==> src/rtl/nested_src_fifo.sv <==
// nested_src_fifo: first-word fall-through FIFO feeding nested_top.top_in.
// Define NESTED_SRC_FIFO_DROP_CNT_EN to add a saturating drop_cnt output for refused pushes.
module nested_src_fifo #(
    parameter int WIDTH = 4,
    parameter int DEPTH = 4
) (
    input  logic                       clk,
    input  logic                       rst_n,
    input  logic                       in_valid,
    output logic                       in_ready,
    input  logic [WIDTH-1:0]           in_data,
    output logic                       out_valid,
    input  logic                       out_ready,
    output logic [WIDTH-1:0]           out_data,
    output logic [$clog2(DEPTH):0]     count
`ifdef NESTED_SRC_FIFO_DROP_CNT_EN
    ,
    output logic [7:0]                 drop_cnt
`endif
);
    localparam int AW = $clog2(DEPTH);
    localparam int CW = AW + 1;
    logic [WIDTH-1:0] mem [DEPTH];
    logic [AW-1:0] wr_ptr, rd_ptr;
    logic push, pop;
    assign in_ready  = count != CW'(DEPTH);
    assign out_valid = count != '0;
    assign push      = in_valid & in_ready;
    assign pop       = out_valid & out_ready;
    assign out_data  = out_valid ? mem[rd_ptr] : '0;
    always_ff @(posedge clk)
        if (push) mem[wr_ptr] <= in_data;
    // DEPTH is a power of two, so pointer wrap is plain overflow
    always_ff @(posedge clk or negedge rst_n) begin
        if (!rst_n) begin
            wr_ptr <= '0;
            rd_ptr <= '0;
            count  <= '0;
        end else begin
            if (push) wr_ptr <= wr_ptr + 1'b1;
            if (pop)  rd_ptr <= rd_ptr + 1'b1;
            count <= count + CW'(push) - CW'(pop);
        end
    end
`ifdef NESTED_SRC_FIFO_DROP_CNT_EN
    always_ff @(posedge clk or negedge rst_n) begin
        if (!rst_n)
            drop_cnt <= '0;
        else if (in_valid && !in_ready && drop_cnt != 8'hFF)
            drop_cnt <= drop_cnt + 8'd1;
    end
`endif
endmodule

==> config.mk <==
export PLATFORM = sky130hd
export DESIGN_NAME = nested_src_fifo
export DESIGN_NICKNAME = d
export VERILOG_FILES = /design/src/rtl/nested_src_fifo.sv
export SDC_FILE = /design/constraint.sdc
export NUM_CORES = 1
export LEC_CHECK = 0
export CAP_MARGIN = 20
export CORE_MARGIN = 1.5
export CORE_UTILIZATION = 30
export DETAILED_ROUTE_END_ITERATION = 6
export PLACE_DENSITY = 0.56
export SETUP_SLACK_MARGIN = 0.5
export SYNTH_ARGS = -nofsm -noshare
export SYNTH_HDL_FRONTEND = slang
export SYNTH_SLANG_ARGS = --single-unit
==> constraint.sdc <==
create_clock -name clk -period 2.55 [get_ports clk]
set_input_delay 0.51 -clock clk [delete_from_list [all_inputs] [get_ports clk]]
set_output_delay 0.51 -clock clk [all_outputs]
set_load 0.03 [all_outputs]
; Word level (Yosys, flattened, before mapping)
; Memories as Yosys holds them, arrays and structs flattened.
; Index checks and enable logic that the tools add are counted.
[classes]
reduce_logical = 1
n_eq_ne = 1
mux = 3
addsub = 4
bitwise_logic = 2
[op_table]
columns = op, n
row1 = "2-bit by 1-bit adder with 2-bit output, second input constant", 2
row2 = 4-bit two-way mux, 1
row3 = 3-bit by 1-bit adder with 3-bit output, 1
row4 = "3-bit inequality test, second input constant", 1
row5 = 3-bit nonzero test, 1
row6 = 3-bit by 1-bit subtractor with 3-bit output, 1
row7 = 1-bit AND, 2
row8 = 1-bit two-way mux, 2
[word_totals]
in_bits = 8
elab_cells = 15
n_memories = 1
ff_bits = 7
out_inout_bits = 9
ram_bits = 16
[memory_table]
columns = memory, depth, width, rd, rd_ports_with_merged_regs, wr, line_no
row1 = mem, 4, 4, 1, 0, 1, 23  ; logic [WIDTH-1:0] mem [DEPTH];

; Depth between registers and ports, before layout
; Gate-level depths: netlist (run 1).
[depth]
word_depth = 4
mapped_depth = 10
mapped_depth_nobuf = 10

; Worst setup path before layout (run 1)
; OpenSTA, ideal clock, no wires.
[synth_timing]
path_type = register -> register
start = register count[1]
end = register count[2]
path_buffers = 1
period_less_slack_ns = 2.672
path_stages_with_launch = 11
setup_time_ns = 0.137
required_time_ns = 2.413
slack_ns = -0.122
t_arrival_ns = 2.535
cell_sequence = dfrtp_1 -> or3_1 -> clkbuf_1 -> and2_1 -> ha_1 -> inv_1 -> ha_1 -> inv_1 -> fa_1 -> xnor2_1 -> xnor2_1
[synth_via]
word_cells_on_any_way = 6
classes_between = add/sub: 2 / eq/ne: 1 / bitwise: 2 / reduce/logical: 1
[synth_lines]
columns = element, line_no
row1 = start: declaration, 15  ; output logic [$clog2(DEPTH):0] count
row2 = start signal: assignment, 42  ; count <= count + CW'(push) - CW'(pop);
row3 = 3-bit nonzero test, 27  ; assign out_valid = count != '0;
row4 = via out_valid, 12  ; output logic out_valid,
row5 = 1-bit AND, 29  ; assign pop = out_valid & out_ready;
row6 = via pop, 25  ; logic push, pop;
row7 = 3-bit by 1-bit subtractor with 3-bit output, 42
; The timed path passes the listed nets, and every way through them passes these cells.
; A chain may end at the register's enable or synchronous reset.

; Worst setup path in the final report (run 1)
[layout_timing]
start = register count[1]
end = register count[2]
[layout_via]
elab_chain_cells = 4
word_cells_on_any_way = 6
classes_between = add/sub: 2 / eq/ne: 1 / bitwise: 2 / reduce/logical: 1
[layout_rtl]
columns = element, line_no
row1 = 3-bit inequality test, 26  ; assign in_ready = count != CW'(DEPTH);
row2 = 1-bit AND, 28  ; assign push = in_valid & in_ready;
row3 = 3-bit by 1-bit adder with 3-bit output, 42
row4 = 3-bit by 1-bit subtractor with 3-bit output *, 42
; Every way passes the cells marked *; elsewhere a longest branch is shown, timed or not.

==> results.json, run 1 <==
{
  "drt_iter0_drc": 3,
  "area.growth.synth_to_final_pct": 36.1,
  "postLayoutCellArea_um2": 1390,
  "ios": 17,
  "dieArea_um2": 3770,
  "vias_in_the_first_global_route": 554,
  "leakage_nw": 0.546,
  "cts_sinks": 23,
  "clock_tree_from_tritoncts": "yes",
  "async_flop_share_pct": 30.4,
  "power_density_nw_per_um2": 1270,
  "yosysSeqAreaShare_pct": 64.1,
  "hpwl_um": 1230,
  "total_negative_slack_for_setup_checks_ns": 0,
  "grt.overflow.total": 0,
  "antenna_found_initial": 0,
  "wl_per_cell_um": 12.5,
  "worst_slew_pin_slew_ns": 0.322,
  "die_w_um": 61.4,
  "post_synth_num_cell_types": 17,
  "core_area_um2": 3310,
  "outcome": "completed",
  "placement_rows": 21,
  "grt_first_pass_wirelength_um": 2680,
  "post_synth_instance_area_um2": 1020,
  "cts.htree.levels": 1,
  "clockBufferDepth": 2,
  "synth_largest_type_area_fraction_pct": 46.9,
  "setup_viol": 0,
  "synthesis.nets": 76,
  "start_util_pct": 30.9,
  "synth_ff_type": "sky130_fd_sc_hd__edfxtp_1",
  "synthTopCellsByCount": "16 x sky130_fd_sc_hd__edfxtp_1, 7 x sky130_fd_sc_hd__dfrtp_1, 6 x sky130_fd_sc_hd__ha_1, 6 x sky130_fd_sc_hd__inv_1, 5 x sky130_fd_sc_hd__and2_1",
  "finalCriticalPeriod_ns": 2.20,
  "worst-path-max-fanout": 6,
  "net_total_in_the_final_layout": 102,
  "area_of_placed_instances_um2": 1270,
  "rsz_0062_raised_after_global_routing": "yes",
  "avgSynthCellArea_um2": 16.8,
  "layout_worst_path_cycle_share_pct": 86.4,
  "total_power_w": 0.00177,
  "portBuffers": 16,
  "timing.final.max_slew_violations": 0,
  "worstSkewPairLatency_ns": 0.30,
  "route.detailed.drc": 0,
  "synthCells": 61,
  "yosysMostFrequentCell": "sky130_fd_sc_hd__edfxtp_1",
  "route.vias.total": 555,
  "grt_usage_pct": 10.0,
  "synth.top_cells.by_area": "sky130_fd_sc_hd__edfxtp_1 47%, sky130_fd_sc_hd__dfrtp_1 17%, sky130_fd_sc_hd__mux4_2 8.8%",
  "timing.max_slew.rel_slack_pct": 78.5,
  "setup.worst_path.start_class": "flop",
  "post_route_cells_drive_above_1_share_pct": 51.2,
  "path_clk_slew_ns": 0.12,
  "arrival_ns": 2.40,
  "ys.warnings.count": 0,
  "timing.max_cap.violations": 0,
  "cp-end-kind": "flop",
  "hold_violations_final": 0,
  "worst-endpoint-required_ns": 2.75,
  "die_height_um": 61.4,
  "gp_congestion": 0.723,
  "fmax_ghz": 0.454,
  "cts_buffers": 3,
  "timing_worst_setup_path_type": "reg2reg",
  "n_antenna_cell": 0,
  "via_per_inst": 4.20,
  "number_of_enable_flip_flop_cells_after_synthesis": 16,
  "postRouteWirelength_um": 1650,
  "clock_tree.root_cell": "sky130_fd_sc_hd__clkbuf_4",
  "synth_area_leader_cell": "sky130_fd_sc_hd__edfxtp_1",
  "drt_first_pass_iters": 4,
  "worst_hold_path_type": "in2async",
  "detail-route-antenna-nets": 0,
  "power.ir.vdd_worst_mv": 0.254,
  "synth.ff_latch_count": 23,
  "grt_start_max_net_pins": 13,
  "finClkSkew_ns": 0.00163
}
routing by layer:
metal,wire length (µm),vias to the layer above,global-route usage (%)
met5,0,-,0
met4,27,0,5.47
met3,46,2,1.89
met2,863,8,15.8
met1,713,279,13.1
li1,-,266,-
where the power goes:
part / total (W) / switching (W) / internal, W
Clock: 0.000162 / 0.000101 / 0.0000609
Combinational: 0.000993 / 0.000445 / 0.000548
Sequential: 0.000616 / 0.0000900 / 0.000526
per-stage QoR:
| step | utilization (%) | hold slack (ns) | worst slack [ns] | std cells |
|---|---|---|---|---|
| 2_1_floorplan | - | 0.214 | 0.200 | 61 |
| 3_3_place_gp | 38.5 | 0.521 | 0.0966 | 121 |
| 3_5_place_dp | 38.5 | 0.534 | 0.0816 | 121 |
| 4_1_cts | 41.5 | 0.459 | 0.346 | 131 |
| 5_1_grt | 42.1 | 0.463 | 0.261 | 132 |
| 6_report | 42.1 | 0.455 | 0.347 | 132 |
critical path, stage by stage (launching register included):
cell and delay [ns]:
sky130_fd_sc_hd__dfrtp_2 0.44, sky130_fd_sc_hd__or3b_4 0.43, sky130_fd_sc_hd__and2_4 0.17, sky130_fd_sc_hd__inv_4 0.05, sky130_fd_sc_hd__ha_4 0.19, sky130_fd_sc_hd__inv_2 0.06
sky130_fd_sc_hd__ha_4 0.11, sky130_fd_sc_hd__inv_2 0.03, sky130_fd_sc_hd__fa_2 0.34, sky130_fd_sc_hd__xnor2_2 0.15, sky130_fd_sc_hd__xnor2_1 0.13
cell families (layout without fill, tap and decap cells):
logic type,count (synthesis),count (layout),synth area share (%)
multiplexers,5,5,10.3
AND/OR/NAND/NOR,13,13,9.05
flip-flops,23,23,64.1
adder cells (fa/ha/maj),7,7,9.29
buffers and inverters,8,33,3.06
XOR/XNOR,5,5,4.28
final cells by class:
cell class / instances / area [µm²]
Fill cell: 332 / 1920
Sequential cell: 23 / 661
Clock buffer: 4 / 26.3
Timing Repair Buffer: 23 / 234
Tap cell: 46 / 57.6
Multi-Input combinational cell: 30 / 389
Inverter: 6 / 25.0
sequential cells by signal (all words and copies together) (netlist names):
signal,flops
mem,16
count,3
rd_ptr,2
wr_ptr,2
placed cells by master (no fill, tap or decap), drive strengths merged:
master,instances
dlymetal6s2s,1
inv,6
clkdlybuf4s50,9
mux4,4
xnor2,4
dfrtp,7
dlygate4sd2,1
or3,1
edfxtp,16
and2,6
nand3,1
fa,1
or3b,1
ha,6
and3,4
mux2,1
clkbuf,4
xor2,1
buf,12
final timing paths:
kind,from,to,slack [ns],cells past startpoint
setup / recovery,count[1],count[2],0.35,10
hold / removal,rst_n,rd_ptr[1],0.45,1
setup reg to reg,count[1],count[2],0.35,10
hold reg to reg,wr_ptr[1],wr_ptr[1],0.60,1
max in group asynchronous,rst_n,count[0],1.84,1
min in group clk,wr_ptr[1],wr_ptr[1],0.60,1
timing repair:
action | CTS | global route
setup buffers | 6 | 1
setup endpoints to repair | 8 | 9
gates resized for setup | 36 | 9
hold buffers | 0 | 0
pin swaps | 6 | 3
Note: power is estimated with default switching activity, not from simulation.
==> run 2, diff against run 1 <==
PLACE_DENSITY = 0.57   (was 0.56)
==> results.json, run 2 (synthesis gave the netlist of run 1 again) <==
{
  "cp-end-kind": "flop",
  "n_antenna_cell": 0,
  "grt_start_max_net_pins": 15,
  "instances_no_fill": 134,
  "start_util_pct": 30.9,
  "worst_slew_pin_slew_ns": 0.326,
  "core_area_um2": 3310,
  "mostFrequentLayoutCells": "16 x sky130_fd_sc_hd__edfxtp_1, 10 x sky130_fd_sc_hd__clkdlybuf4s50_1, 7 x sky130_fd_sc_hd__buf_4",
  "gr-max-usage-layer": "met2",
  "worst-path-max-fanout": 7,
  "timing.max_cap.violations": 0,
  "worstSkewPairLatency_ns": 0.31,
  "die_height_um": 61.4,
  "worst-endpoint-required_ns": 2.76,
  "via_per_inst": 4.25,
  "clock_tree.root_cell": "sky130_fd_sc_hd__clkbuf_4",
  "net_total_in_the_final_layout": 104,
  "route.vias.total": 570,
  "setup_viol": 0,
  "registers_with_the_most_flip_flops": "mem x16, count x3",
  "outcome": "completed",
  "cts.htree.levels": 1,
  "power_density_nw_per_um2": 1270,
  "vias_in_the_first_global_route": 590,
  "detail-route-antenna-nets": 0,
  "grt.overflow.total": 0,
  "finalCriticalPeriod_ns": 2.17,
  "drt_iter0_drc": 4,
  "portBuffers": 16,
  "area.growth.synth_to_final_pct": 38.1,
  "cts_buffers": 3,
  "die_w_um": 61.4,
  "leakage_nw": 0.547,
  "setup.worst_path.start": "count[1]",
  "layout.cells.most_common": "sky130_fd_sc_hd__edfxtp_1",
  "hpwl_um": 1150,
  "fmax_ghz": 0.462,
  "setup.worst_path.start_class": "flop",
  "gr-usage-met2_pct": 18.7,
  "nFillCells": 332,
  "route.detailed.drc": 0,
  "finClkSkew_ns": 0.00207,
  "grt_usage_pct": 10.5,
  "path_clk_slew_ns": 0.12,
  "layout_worst_path_cycle_share_pct": 84.9,
  "wl_per_cell_um": 12.4,
  "fin_util_pct": 42.7,
  "grt_first_pass_wirelength_um": 2740,
  "number_of_flip_flops_in_the_largest_register": 16,
  "placement_rows": 21,
  "worst_hold_path_type": "in2async",
  "timing.max_slew.rel_slack_pct": 78.2,
  "total_negative_slack_for_setup_checks_ns": 0,
  "gp_congestion": 0.738,
  "clock_tree_from_tritoncts": "yes",
  "dieArea_um2": 3770,
  "postRouteWirelength_um": 1670,
  "timing.final.max_slew_violations": 0,
  "arrival_ns": 2.38,
  "power.ir.vdd_worst_mv": 0.320,
  "timing_worst_setup_path_type": "reg2reg",
  "registers.top_by_ff_count": "mem",
  "crit-reg2reg-launch": "count[1]",
  "grt.met1_usage_pct": 12.0,
  "gr_util_met3_pct": 1.26,
  "post_route_cells_drive_above_1_share_pct": 53.4,
  "rsz_0062_raised_after_global_routing": "yes",
  "drt_first_pass_iters": 2,
  "antenna_found_initial": 0,
  "place_inst": 121,
  "hold_violations_final": 0,
  "ios": 17,
  "cts_sinks": 23,
  "clockBufferDepth": 2
}
## run 2: changes by cell type in the layout (fill, tap and decap cells not counted), sizes merged
| cell | before | now |
|---|---|---|
| clkdlybuf4s50 | 9 | 10 |
| buf | 12 | 14 |
| dlymetal6s2s | 1 | 0 |
| clkinvlp | 0 | 1 |
| clkbuf | 4 | 3 |
## run 2: what timing repair did
| item | 4_1_cts | 5_1_grt |
|---|---|---|
| buffers inserted | 8 | 1 |
| hold buffers | 0 | 0 |
| setup endpoints to repair | 8 | 7 |
| gates resized for setup | 40 | 2 |
| pin swaps | 9 | 1 |
## run 2: path summary, 6_finish.rpt
kind                                  end  slack, ns  depth (start not counted)
worst min register to register  wr_ptr[1]       0.60                          1
max in group asynchronous        count[0]       1.85                          1
worst max register to register   count[2]       0.38                          9
worst max-delay path             count[2]       0.38                          9
worst min-delay path            rd_ptr[1]       0.44                          1
min in group clk                wr_ptr[1]       0.60                          1
## run 2: cell type report
| class | count | area [µm²] | area share, % |
|---|---|---|---|
| inverter | 6 | 25.0 | 1.77 |
| tap | 46 | 57.6 | 4.07 |
| sequential | 23 | 661 | 46.7 |
| multi-input combinational | 30 | 389 | 27.5 |
| clock inverter | 1 | 7.51 | 0.531 |
| clock buffer | 3 | 22.5 | 1.59 |
| timing repair buffer | 25 | 251 | 17.8 |
## run 2: routing by layer
metal / wire length (µm) / up-vias
met5: 0 / -
met4: 38 / 0
met3: 42 / 4
met2: 903 / 10
met1: 681 / 288
li1: - / 268
## run 2: critical path, stage by stage (launching register included)
cell	delay, ns
sky130_fd_sc_hd__dfrtp_2	0.45
sky130_fd_sc_hd__or3_4	0.43
sky130_fd_sc_hd__and2_4	0.17
sky130_fd_sc_hd__ha_4	0.21
sky130_fd_sc_hd__inv_2	0.06
sky130_fd_sc_hd__ha_4	0.11
sky130_fd_sc_hd__inv_2	0.03
sky130_fd_sc_hd__fa_2	0.34
sky130_fd_sc_hd__xnor2_2	0.14
sky130_fd_sc_hd__xnor2_1	0.12
## run 2: power breakdown
part / internal (W) / switching [W]
registers: 0.000526 / 0.0000881
logic: 0.000570 / 0.000450
clock network: 0.0000599 / 0.000109
## run 2: metrics by stage
| stage | cell area [µm²] | total power [W] | setup WS (ns) | hold WS [ns] |
|---|---|---|---|---|
| 6_report | 1410 | 0.00180 | 0.385 | 0.443 |
| 4_1_cts | 1400 | 0.00181 | 0.371 | 0.440 |
| 3_3_place_gp | 1270 | 0.00144 | 0.0960 | 0.517 |
| 2_1_floorplan | 1070 | 0.00120 | 0.200 | 0.214 |
| 5_1_grt | 1410 | 0.00193 | 0.320 | 0.455 |
| 3_5_place_dp | 1270 | 0.00145 | 0.0800 | 0.534 |
